<file path="config.mk">
export PLATFORM = sky130hd
export DESIGN_NAME = aes_round_sequencer
export DESIGN_NICKNAME = d
export VERILOG_FILES = /design/src/rtl/aes_pkg.sv /design/src/rtl/aes_round_sequencer.sv
export SDC_FILE = /design/constraint.sdc
export NUM_CORES = 1
export LEC_CHECK = 0
export ABC_AREA = 1
export CORE_AREA = 5 5 253 255
export CTS_CLUSTER_SIZE = 40
export DETAILED_ROUTE_END_ITERATION = 10
export DIE_AREA = 0 0 258 260
export PLACE_DENSITY = 0.52
export SYNTH_ARGS = -nofsm -noshare
export SYNTH_HDL_FRONTEND = slang
export SYNTH_SLANG_ARGS = --single-unit
</file>
<file path="constraint.sdc">
create_clock -name clk -period 3.24 [get_ports clk]
set_clock_uncertainty 0.1 [all_clocks]
set_input_delay 0.648 -clock clk [delete_from_list [all_inputs] [get_ports clk]]
set_output_delay 0.648 -clock clk [all_outputs]
set_load 0.03 [all_outputs]
</file>
<file path="src/rtl/aes_pkg.sv">
// Shared types and constants for the iterative AES-128 round sequencer.
//   seq_state_t : sequencer FSM states
//   pkt_t       : {header, data} packet exchanged with the round datapath
package aes_pkg;

  typedef enum logic [1:0] {
    IDLE,
    ISSUE,
    WAIT,
    DONE
  } seq_state_t;

  localparam int         AES_NR     = 10;
  localparam int         HDR_W      = 4;
  localparam logic [3:0] HDR_BUBBLE = 4'd0;
  localparam int         BLK_W      = 128;

  // Header carries the round number; header NR tells the datapath to skip
  // MixColumns, header 0 marks an empty slot.
  typedef struct packed {
    logic [HDR_W-1:0] header;
    logic [BLK_W-1:0] data;
  } pkt_t;

endpackage

</file>
<file path="src/rtl/aes_round_sequencer.sv">
// Iterative AES-128 encryption controller.
// Accepts a plaintext block, applies the initial AddRoundKey, then sends
// rounds 1..NR to the external round datapath one at a time and returns the
// ciphertext.
//   clk, n_rst              : clock, async active-low reset
//   in_valid/in_ready/in_data     : plaintext handshake
//   out_valid/out_ready/out_data  : ciphertext handshake
//   rk_idx/rk_data          : round-key request / combinational key return
//   dp_enable/dp_data_out   : one-cycle packet {round, state} to the datapath
//   dp_data_in              : packet returned by the datapath
//   busy                    : block in flight (ISSUE or WAIT)
//   err                     : sticky returned-header mismatch
// Header width is aes_pkg::HDR_W.
module aes_round_sequencer
  import aes_pkg::*;
#(
  parameter int NR         = AES_NR,
  parameter int DP_LATENCY = 1       // 1..15
)(
  input  logic                   clk,
  input  logic                   n_rst,
  input  logic                   in_valid,
  output logic                   in_ready,
  input  logic [BLK_W-1:0]       in_data,
  output logic                   out_valid,
  input  logic                   out_ready,
  output logic [BLK_W-1:0]       out_data,
  output logic [3:0]             rk_idx,
  input  logic [BLK_W-1:0]       rk_data,
  output logic                   dp_enable,
  output logic [BLK_W+HDR_W-1:0] dp_data_out,
  input  logic [BLK_W+HDR_W-1:0] dp_data_in,
  output logic                   busy,
  output logic                   err
);

  seq_state_t       state_q, state_d;
  logic [3:0]       round_q, round_d;
  logic [3:0]       wcnt_q,  wcnt_d;
  logic [BLK_W-1:0] blk_q,   blk_d;
  logic             err_q,   err_d;
  pkt_t             pkt_out, pkt_in;

  assign pkt_in      = dp_data_in;
  assign dp_data_out = pkt_out;
  assign err         = err_q;

  always_ff @(posedge clk or negedge n_rst) begin
    if (!n_rst) begin
      state_q <= IDLE;
      round_q <= '0;
      wcnt_q  <= '0;
      blk_q   <= '0;
      err_q   <= 1'b0;
    end else begin
      state_q <= state_d;
      round_q <= round_d;
      wcnt_q  <= wcnt_d;
      blk_q   <= blk_d;
      err_q   <= err_d;
    end
  end

  always_comb begin
    state_d        = state_q;
    round_d        = round_q;
    wcnt_d         = wcnt_q;
    blk_d          = blk_q;
    err_d          = err_q;
    in_ready       = 1'b0;
    out_valid      = 1'b0;
    out_data       = '0;
    dp_enable      = 1'b0;
    pkt_out.header = HDR_BUBBLE;
    pkt_out.data   = '0;
    rk_idx         = round_q;
    busy           = 1'b0;
    case (state_q)
      IDLE: begin
        in_ready = 1'b1;
        rk_idx   = '0;
        if (in_valid) begin
          // rk_idx is 0 here, so rk_data is the cipher key: initial AddRoundKey
          blk_d   = in_data ^ rk_data;
          round_d = 4'd1;
          err_d   = 1'b0;
          state_d = ISSUE;
        end
      end
      ISSUE: begin
        busy           = 1'b1;
        dp_enable      = 1'b1;
        pkt_out.header = round_q;
        pkt_out.data   = blk_q;
        wcnt_d         = 4'(DP_LATENCY);
        state_d        = WAIT;
      end
      WAIT: begin
        busy   = 1'b1;
        wcnt_d = wcnt_q - 4'd1;
        if (wcnt_q == 4'd1) begin
          blk_d = pkt_in.data;
          // A wrong header is flagged but the round is still taken.
          if (pkt_in.header != round_q) err_d = 1'b1;
          if (round_q == 4'(NR)) begin
            state_d = DONE;
          end else begin
            round_d = round_q + 4'd1;
            state_d = ISSUE;
          end
        end
      end
      DONE: begin
        out_valid = 1'b1;
        out_data  = blk_q;
        if (out_ready) state_d = IDLE;
      end
      default: state_d = IDLE;
    endcase
  end

endmodule

</file>
* After elaboration in Yosys (flattened, before gate mapping) *
Index checks and enable logic that the tools add are counted.

storage, ports and cells
  logic and storage cells = 51
  bits of input ports = 392
  flip-flop bits (word level) = 139
  output and inout bits = 269

cells by class
  reduce and logical (&&, ||, !) cells = 8
  add/subtract/negate cells = 2
  muxes and demuxes = 24
  bitwise logic cells = 1
  equality and inequality tests = 11

operators with widths
  operator                                                               count
  128-bit two-way mux                                                    3
  128-bit one-hot mux with 2 select lines                                1
  132-bit two-way mux                                                    1
  128-bit bitwise XOR                                                    1
  4-bit two-way mux                                                      4
  4-bit one-hot mux with 2 select lines                                  2
  2-bit != test, second input constant                                   5
  2-bit two-way mux                                                      4
  2-bit one-hot mux with 4 select lines                                  1
  4-bit AND reduction                                                    2
  1-bit two-way mux                                                      7
  3-bit AND reduction                                                    2
  4-bit by 1-bit adder with 4-bit output, second input constant          1
  2-bit equality test, second input constant                             2
  4-bit by 1-bit equality test with 1-bit output, second input constant  1
  4-bit equality test, second input constant                             1
  4-bit != test                                                          1
  2-bit nonzero test                                                     2
  4-bit by 1-bit subtractor with 4-bit output, second input constant     1
  2-bit by 1-bit equality test with 1-bit output, second input constant  1
  2-bit logical NOT                                                      1
  1-bit one-hot mux with 2 select lines                                  1
  2-bit OR reduction                                                     1

* Logic depth before layout (Yosys ltp) *
  depth after elaboration = 4
  gate-level depth with buffers = 11
  depth with buffers taken out = 8

* Worst setup path after synthesis *
Ideal clock, no wire load.

  kind = register -> output
  start point = register state_q[1]
  end point = output dp_data_out[100]
  buffers on the path = 3
  stages on the path, launching flop included = 8
  data required time = 2.492 ns
  slack = 0.608 ns
  arrival = 1.884 ns
  path through = dfrtp_1 inv_1 ha_1 clkbuf_1 clkbuf_1 clkbuf_1 nand2_1 inv_1

on the way
  cells in the longest elaborated chain, start to end = 2

ends and longest elaborated chain
  item                                            line                       RTL
  start: declaration                              aes_round_sequencer.sv:37  seq_state_t state_q, state_d;
  start signal: assignment                        aes_round_sequencer.sv:56  state_q <= state_d;
  2-bit by 1-bit equality test with 1-bit output  aes_round_sequencer.sv:78  case (state_q)
  132-bit two-way mux                             aes_round_sequencer.sv:78
  end: declaration                                aes_round_sequencer.sv:31  output logic [BLK_W+HDR_W-1:0] dp_data_out,

No other way between the ends.

* Worst setup path in the final report *
  start point = register state_q[1]
  end point = output dp_enable

on the way
  cells in the longest elaborated chain, start to end = 2

ends and longest elaborated chain
  item                                            line                       RTL
  2-bit by 1-bit equality test with 1-bit output  aes_round_sequencer.sv:78
  1-bit two-way mux                               aes_round_sequencer.sv:78
  end: declaration                                aes_round_sequencer.sv:30  output logic dp_enable,

No other way between the ends.

==> impl_metrics.yaml <==
placed_design:
  place_area_um2: 17600
  hpwl_um: 37800
  gp_congestion: 0.845
  numPortBuffers: 660
timing:
  setup_viol: 0
  drv_slew: 0
  max_freq_mhz: 323
  rsz0062_at_grt: "false"
  finalCriticalPeriod_ps: 3090
  finalSetupTns_ps: 0
  max_slew_margin: 0.499
  fin_crit_sh: 0.955
  tightestPinTransition_ps: 752
  hold_violations: 0
route:
  vias: 12500
  drc: 0
  vias_per_cell: 3.96
  first_iter_violations: 536
  first_pass_iters: 5
  drt-wirelength-per-cell_um: 15.3
  drt_wl_total_um: 48500
  ant_nets: 0
logic_synthesis:
  seq_area_frac_synth: 0.348
  synth_area_per_cell_um2: 5.74
  netlist-cell-type-count: 19
  synth_nets: 2144
  synth_top_area_frac: 0.350
  synth.yosys.warnings: 0
  yosys-top-cells-area: "nand2_1 (35%), dfrtp_1 (35%), inv_1 (10%)"
  synth_area_um2: 10000
  syn-instance-count: 1744
  yosys_register_bits: 139
  yosys.area.top_type: "nand2_1"
floorplan:
  core_area_um2: 61400
  row_count: 91
  ios: 661
  initial_core_util: 0.163
  die_h_um: 260
  die-area_um2: 67100
  die_w_um: 258
cts:
  clk_latency_ps: 460
  cts_buffer_depth: 2
  cts_tree: "yes"
  clock-sinks: 139
  clockRootBuffer: "clkbuf_16"
  clk_pin_slew_ps: 70
  htreeDepth: 4
  cts_buffers: 17
job:
  maxCapViolCount: 0
power:
  power.leakage_nw: 11.2
  pwr_density_cell_nw_per_um2: 840
  ir_worst_vdd_uv: 446
  p_total_mw: 15.3
cells_and_area:
  design_area_um2: 18300
  antenna_cells: 0
  area_growth_pct: 82.7
  finalNetCount: 2758
  layout_commonest_cell: "nand2_1"
  mostFrequentLayoutCells: "nand2_1 (934), clkdlybuf4s50_1 (455), inv_1 (277)"
  drive_gt1_frac: 0.0329
worst_setup_path:
  cp-end-kind: "output pin"
  critical_path_required_ps: 2490
  start_kind: "flip-flop"
  rr_startpoint: "state_q[1]"
  worstPathArrival_ps: 2350
  crit_start: "state_q[1]"
  crit_fanout: 23
  crit_type: "flip-flop to output pin"
grt:
  grt_max_degree: 137
  antenna_found_initial: 0
  grt_usage: 0.138
  grt_pass1_wl_um: 72800
  grt_pass1_vias: 12900
  grt_overflow: 0
min_path:
  worstHoldPathType: "input port to asynchronous set/reset pin"
run_status:
  status: "completed"
path summary, 6_finish.rpt:
check	end	slack, ps	depth (start not counted)
setup / recovery	dp_enable	150	5
hold / removal	blk_q[2]	110	1
setup reg to reg	blk_q[53]	700	10
hold reg to reg	blk_q[92]	390	2
max in group asynchronous	blk_q[68]	2250	2
min in group clk	blk_q[92]	390	2
sequential cells by signal (all words and copies together) (netlist names):
signal,cells
state_q,2
blk_q,128
wcnt_q,4
err,1
round_q,4
repair_timing:
item	4_1_cts	5_1_grt
hold buffers	0	0
setup endpoints to repair	160	82
setup buffers	0	1
resized for setup	139	53
gates cloned	1	0
synthesized netlist by cell type:
cell and count:
nand3_1 8, a21oi_4 1, and3_1 1, inv_1 277, ha_1 8, nor3_1 1
nor3b_1 1, nand4_1 1, nand2_1 934, buf_1 1, nor2_1 17, dfrtp_1 139
inv_2 2, o21ai_0 133, a21oi_1 133, buf_4 7, o21ai_1 1, clkbuf_1 48
buf_2 31
through the flow:
step,hold WS [ps],setup WS (ps),std cells,utilization
2_1_floorplan,252,608,1744,-
3_5_place_dp,381,395,3127,0.287
5_1_grt,128,5.89,3161,0.298
3_3_place_gp,381,439,3127,0.287
6_report,112,146,3161,0.298
4_1_cts,90.2,0.0604,3160,0.295
report_power, final:
part	internal, mW	switching (mW)
registers	2.64	0.812
clock network	1.28	0.857
logic	3.43	6.33
total	7.35	8.00
final cells by class:
cell class / instances / area (um^2)
Multi-Input combinational cell: 1239 / 5120
Clock buffer: 20 / 467
Clock inverter: 12 / 161
Fill cell: 6846 / 43100
Inverter: 279 / 1050
Tap cell: 790 / 988
Timing Repair Buffer: 682 / 7010
Sequential cell: 139 / 3480
routing by layer:
layer  routed length [um]  vias up  global-route usage  part of all wire
li1                     -     6432                   -                 -
met1                19100     5578               0.158              0.39
met2                24900      435               0.248              0.51
met3                 3220       66              0.0410             0.066
met4                 1260        0              0.0446             0.026
met5                    0        -                   0                 0
critical path: stages (launching register included):
cell             delay (ps)
dfrtp_1                 450
inv_1                   190
ha_4                    220
buf_12                  180
buf_4                   150
clkdlybuf4s50_1         670
cell families after synthesis:
logic type               Yosys count  share of synthesized area
AND/OR/NAND/NOR                  963                      0.363
AO/OA/AOI/OAI                    268                      0.135
adder cells (fa/ha/maj)            8                     0.0100
buffers and inverters            366                      0.144
flip-flops                       139                      0.348
(Power assumes the default switching activity.)
==> variant, RTL diff (config.mk and constraints unchanged) <==
Reset style: synchronous (`n_rst`), changed in one clocked block. Comments in the files are not updated.
--- a/src/rtl/aes_round_sequencer.sv
+++ b/src/rtl/aes_round_sequencer.sv
@@ -45,7 +45,7 @@
   assign dp_data_out = pkt_out;
   assign err         = err_q;
 
-  always_ff @(posedge clk or negedge n_rst) begin
+  always_ff @(posedge clk) begin
     if (!n_rst) begin
       state_q <= IDLE;
       round_q <= '0;
Check against the original RTL: differs if n_rst is asserted again (counterexample within 4 cycles, from zero or initial values and one cycle with n_rst low); with n_rst held inactive, the same outputs for 10 cycles.
==> variant against the unedited design <==
Fmax down 0.99%. Area after synthesis decreased by 2.9%. Highest routed layer is now met5. Combinational power shrank 28%. Clock power increased by 5%. Largest cell class unchanged. Sequential share of layout area down 3.5 points. Setup slack got worse by 0.031 ns. Total power shrank 18%. Design area fell by 2.0%. Sequential cell count unchanged. Wire length grew 3.5%.
==> variant: results (changes against the unedited design) <==
Logic synthesis
  • Post-synthesis sequential area ratio: 28.6% (was 34.8%)
  • Synth Warn #: 0 (unchanged)
  • Post-synthesis mux area share: 0% (unchanged)
  • Largest cells by area after synthesis: dfxtp_1 (29%), nand2_1 (21%), o21ai_0 (13%) (was nand2_1 (35%), dfrtp_1 (35%), inv_1 (10%))
  • Ys async rst share: 0% (was 100%)
  • Compound-Gate Fraction of Synth Area: 20.6% (was 13.5%)
  • Yosys cell types: 25 (was 19)
  • Ys flop type: dfxtp_1 (was dfrtp_1)
  • Most frequent cells after synthesis: nand2_1 (553), inv_1 (279), nor2_1 (274) (was nand2_1 (934), inv_1 (277), dfrtp_1 (139))
  • XOR/XNOR share of the synthesized area: 0.0902% (was 0%)
  • Syn nets: 2,177 (was 2,144)
  • Post-Synth Adder-Cell Area: 1.03% (was 1.00%)

Clocking
  • Clock transition at the registers of the reported paths: 0.06 ns
  • Num CTS Buffers: 17 (unchanged)
  • Root buf cell: clkbuf_16 (unchanged)
  • H-tree Lvls: 4 (unchanged)
  • Clk buf depth: 2 (unchanged)
  • Worst-Skew Late Latency: 0.46 ns (about the same)

Routing
  • Drt initial violations: 647 (was 536)
  • Router iterations before antenna repair: 5 (unchanged)
  • Final ANT Viol Nets: 0 (unchanged)
  • DR WL/cell: 15.8 um (was 15.3 um)
  • Via count: 12,400 (was 12,500)

Finish
  • Top flop regs: blk_q (128), round_q (4), wcnt_q (4) (unchanged)
  • Nets: 2,774 (was 2,758)
  • Fillers: 6,828 (was 6,846)
  • Layout cells sized above 1: 3.64% (was 3.29%)
  • N_diodes: 0 (unchanged)

Place
  • Placed Area: 17,000 um^2 (was 17,600 um^2)
  • # port buffers: 660 (unchanged)
  • Gpl congestion: 0.817 (was 0.845)
  • Final HPWL DP: 39,600 um (was 37,800 um)

Setup path
  • Worst EP arrival: 2.38 ns (was 2.35 ns)
  • Reg-to-reg critical path startpoint: state_q[0]$_SDFFE_PN0P_ (was state_q[1]$_DFFE_PN0P_)
  • Worst R2R Path Depth: 10 (unchanged)
  • R2R setup slack: 0.70 ns (about the same)
  • CP Launch Point: state_q[1]$_SDFFE_PN0P_ (was state_q[1]$_DFFE_PN0P_)
  • Worst-path maximum fanout: 60 (was 23)
  • Worst path max stage delay: 0.71 ns (was 0.67 ns)
  • CP Capture Point: out_data[43] (was dp_enable)
  • Reg-to-Reg End: blk_q[122]$_SDFFE_PN0P_ (was blk_q[53]$_DFFE_PN0P_)
  • Slowest library cell on the worst path: clkdlybuf4s50_1 (unchanged)

Power
  • Leakage Power: 10.3 nW (was 11.2 nW)
  • Psw: 6.10 mW (was 8.00 mW)
  • VDD IR max: 0.306 mV (was 0.446 mV)

Global route
  • First-pass GRT wire length: 72,300 um (was 72,800 um)
  • Antenna violations before repair: 3 (was 0)
  • Largest net degree at the start of global routing: 133 (was 137)
  • GRT Util Overall: 14.0% (was 13.8%)

Outcome
  • Status: finished clean (unchanged)

Timing
  • Slew at the pin closest to its max-slew limit: 0.745 ns (was 0.752 ns)
  • Setup violators final: 0 (unchanged)

Min path
  • Worst hold path class: flop to flop (was input port to async pin)
==> variant: metal layers <==
layer / global-route usage (%) / part of all wire, % / up-vias
li1: - / - / 6611
met1: 17.3 / 43 / 5392
met2: 24.3 / 50 / 323
met5: 0 / 0.042 / -
met3: 3.52 / 5.4 / 50
met4: 4.08 / 1.9 / 4
==> variant: how the worst min path moves through the flow <==
stage	startpoint	endpoint	slack, ns	cells after the start
after global placement	err$_SDFFE_PN0P_	err$_SDFFE_PN0P_	0.34	2
final	err$_SDFFE_PN0P_	err$_SDFFE_PN0P_	0.36	2
after floorplan	wcnt_q[1]$_SDFFE_PN0P_	wcnt_q[1]$_SDFFE_PN0P_	0.36	2
after global routing	err$_SDFFE_PN0P_	err$_SDFFE_PN0P_	0.38	2
after detailed placement	err$_SDFFE_PN0P_	err$_SDFFE_PN0P_	0.35	2
after CTS	err$_SDFFE_PN0P_	err$_SDFFE_PN0P_	0.36	2
==> variant: critical path, delay by kind of cell, from the launching register on <==
family / cells / cell delay (ns)
flip-flops: 1 / 0.47
AND/OR/NAND/NOR: 1 / 0.09
adder cells (fa/ha/maj): 1 / 0.22
buffers and inverters: 3 / 1.00
==> variant: repair_timing <==
item / 4_1_cts / 5_1_grt
endpoints found under the setup margin: 83 / 96
pin swaps: 0 / 0
buffers inserted: 2 / 0
resized for setup: 3 / 89
==> variant: stage by stage <==
stage	TNS (ns)	std cells	utilization (%)	worst slack (ns)	power, mW
after floorplan	0	1777	-	0.690	7.66
after global placement	0	3143	27.7	0.483	10.6
after detailed placement	0	3143	27.7	0.466	10.6
after CTS	0	3177	28.8	0.00656	12.9
after global routing	-0.000224	3177	29.2	-0.000224	13.7
final	0	3177	29.2	0.115	12.6
==> variant: power by group through the flow <==
stage                     Sequential [mW]  Combinational [mW]  Clock (mW)
after floorplan                      3.11                4.56           0
after global placement               3.49                7.09           0
after detailed placement             3.46                7.13           0
after CTS                            3.44                7.16        2.35
after global routing                 3.55                7.79        2.40
final                                3.41                6.99        2.25
==> variant: cells by family after synthesis <==
kind of cell               after synthesis
DFF                                    139
adders and majority gates                8
xor gates and xnor gates                 1
buffers and inverters                  384
AOI/OAI and AO/OA                      399
and+or+nand+nor                        846
==> variant: area by class of cell <==
class | instances | area (um^2) | share of cell area, %
Inverter | 282 | 1060 | 5.92
Timing Repair Buffer | 680 | 7070 | 39.4
Sequential cell | 139 | 2780 | 15.5
Tap cell | 790 | 988 | 5.52
Clock inverter | 14 | 219 | 1.22
Multi-Input combinational cell | 1254 | 5370 | 30.0
Clock buffer | 18 | 429 | 2.40
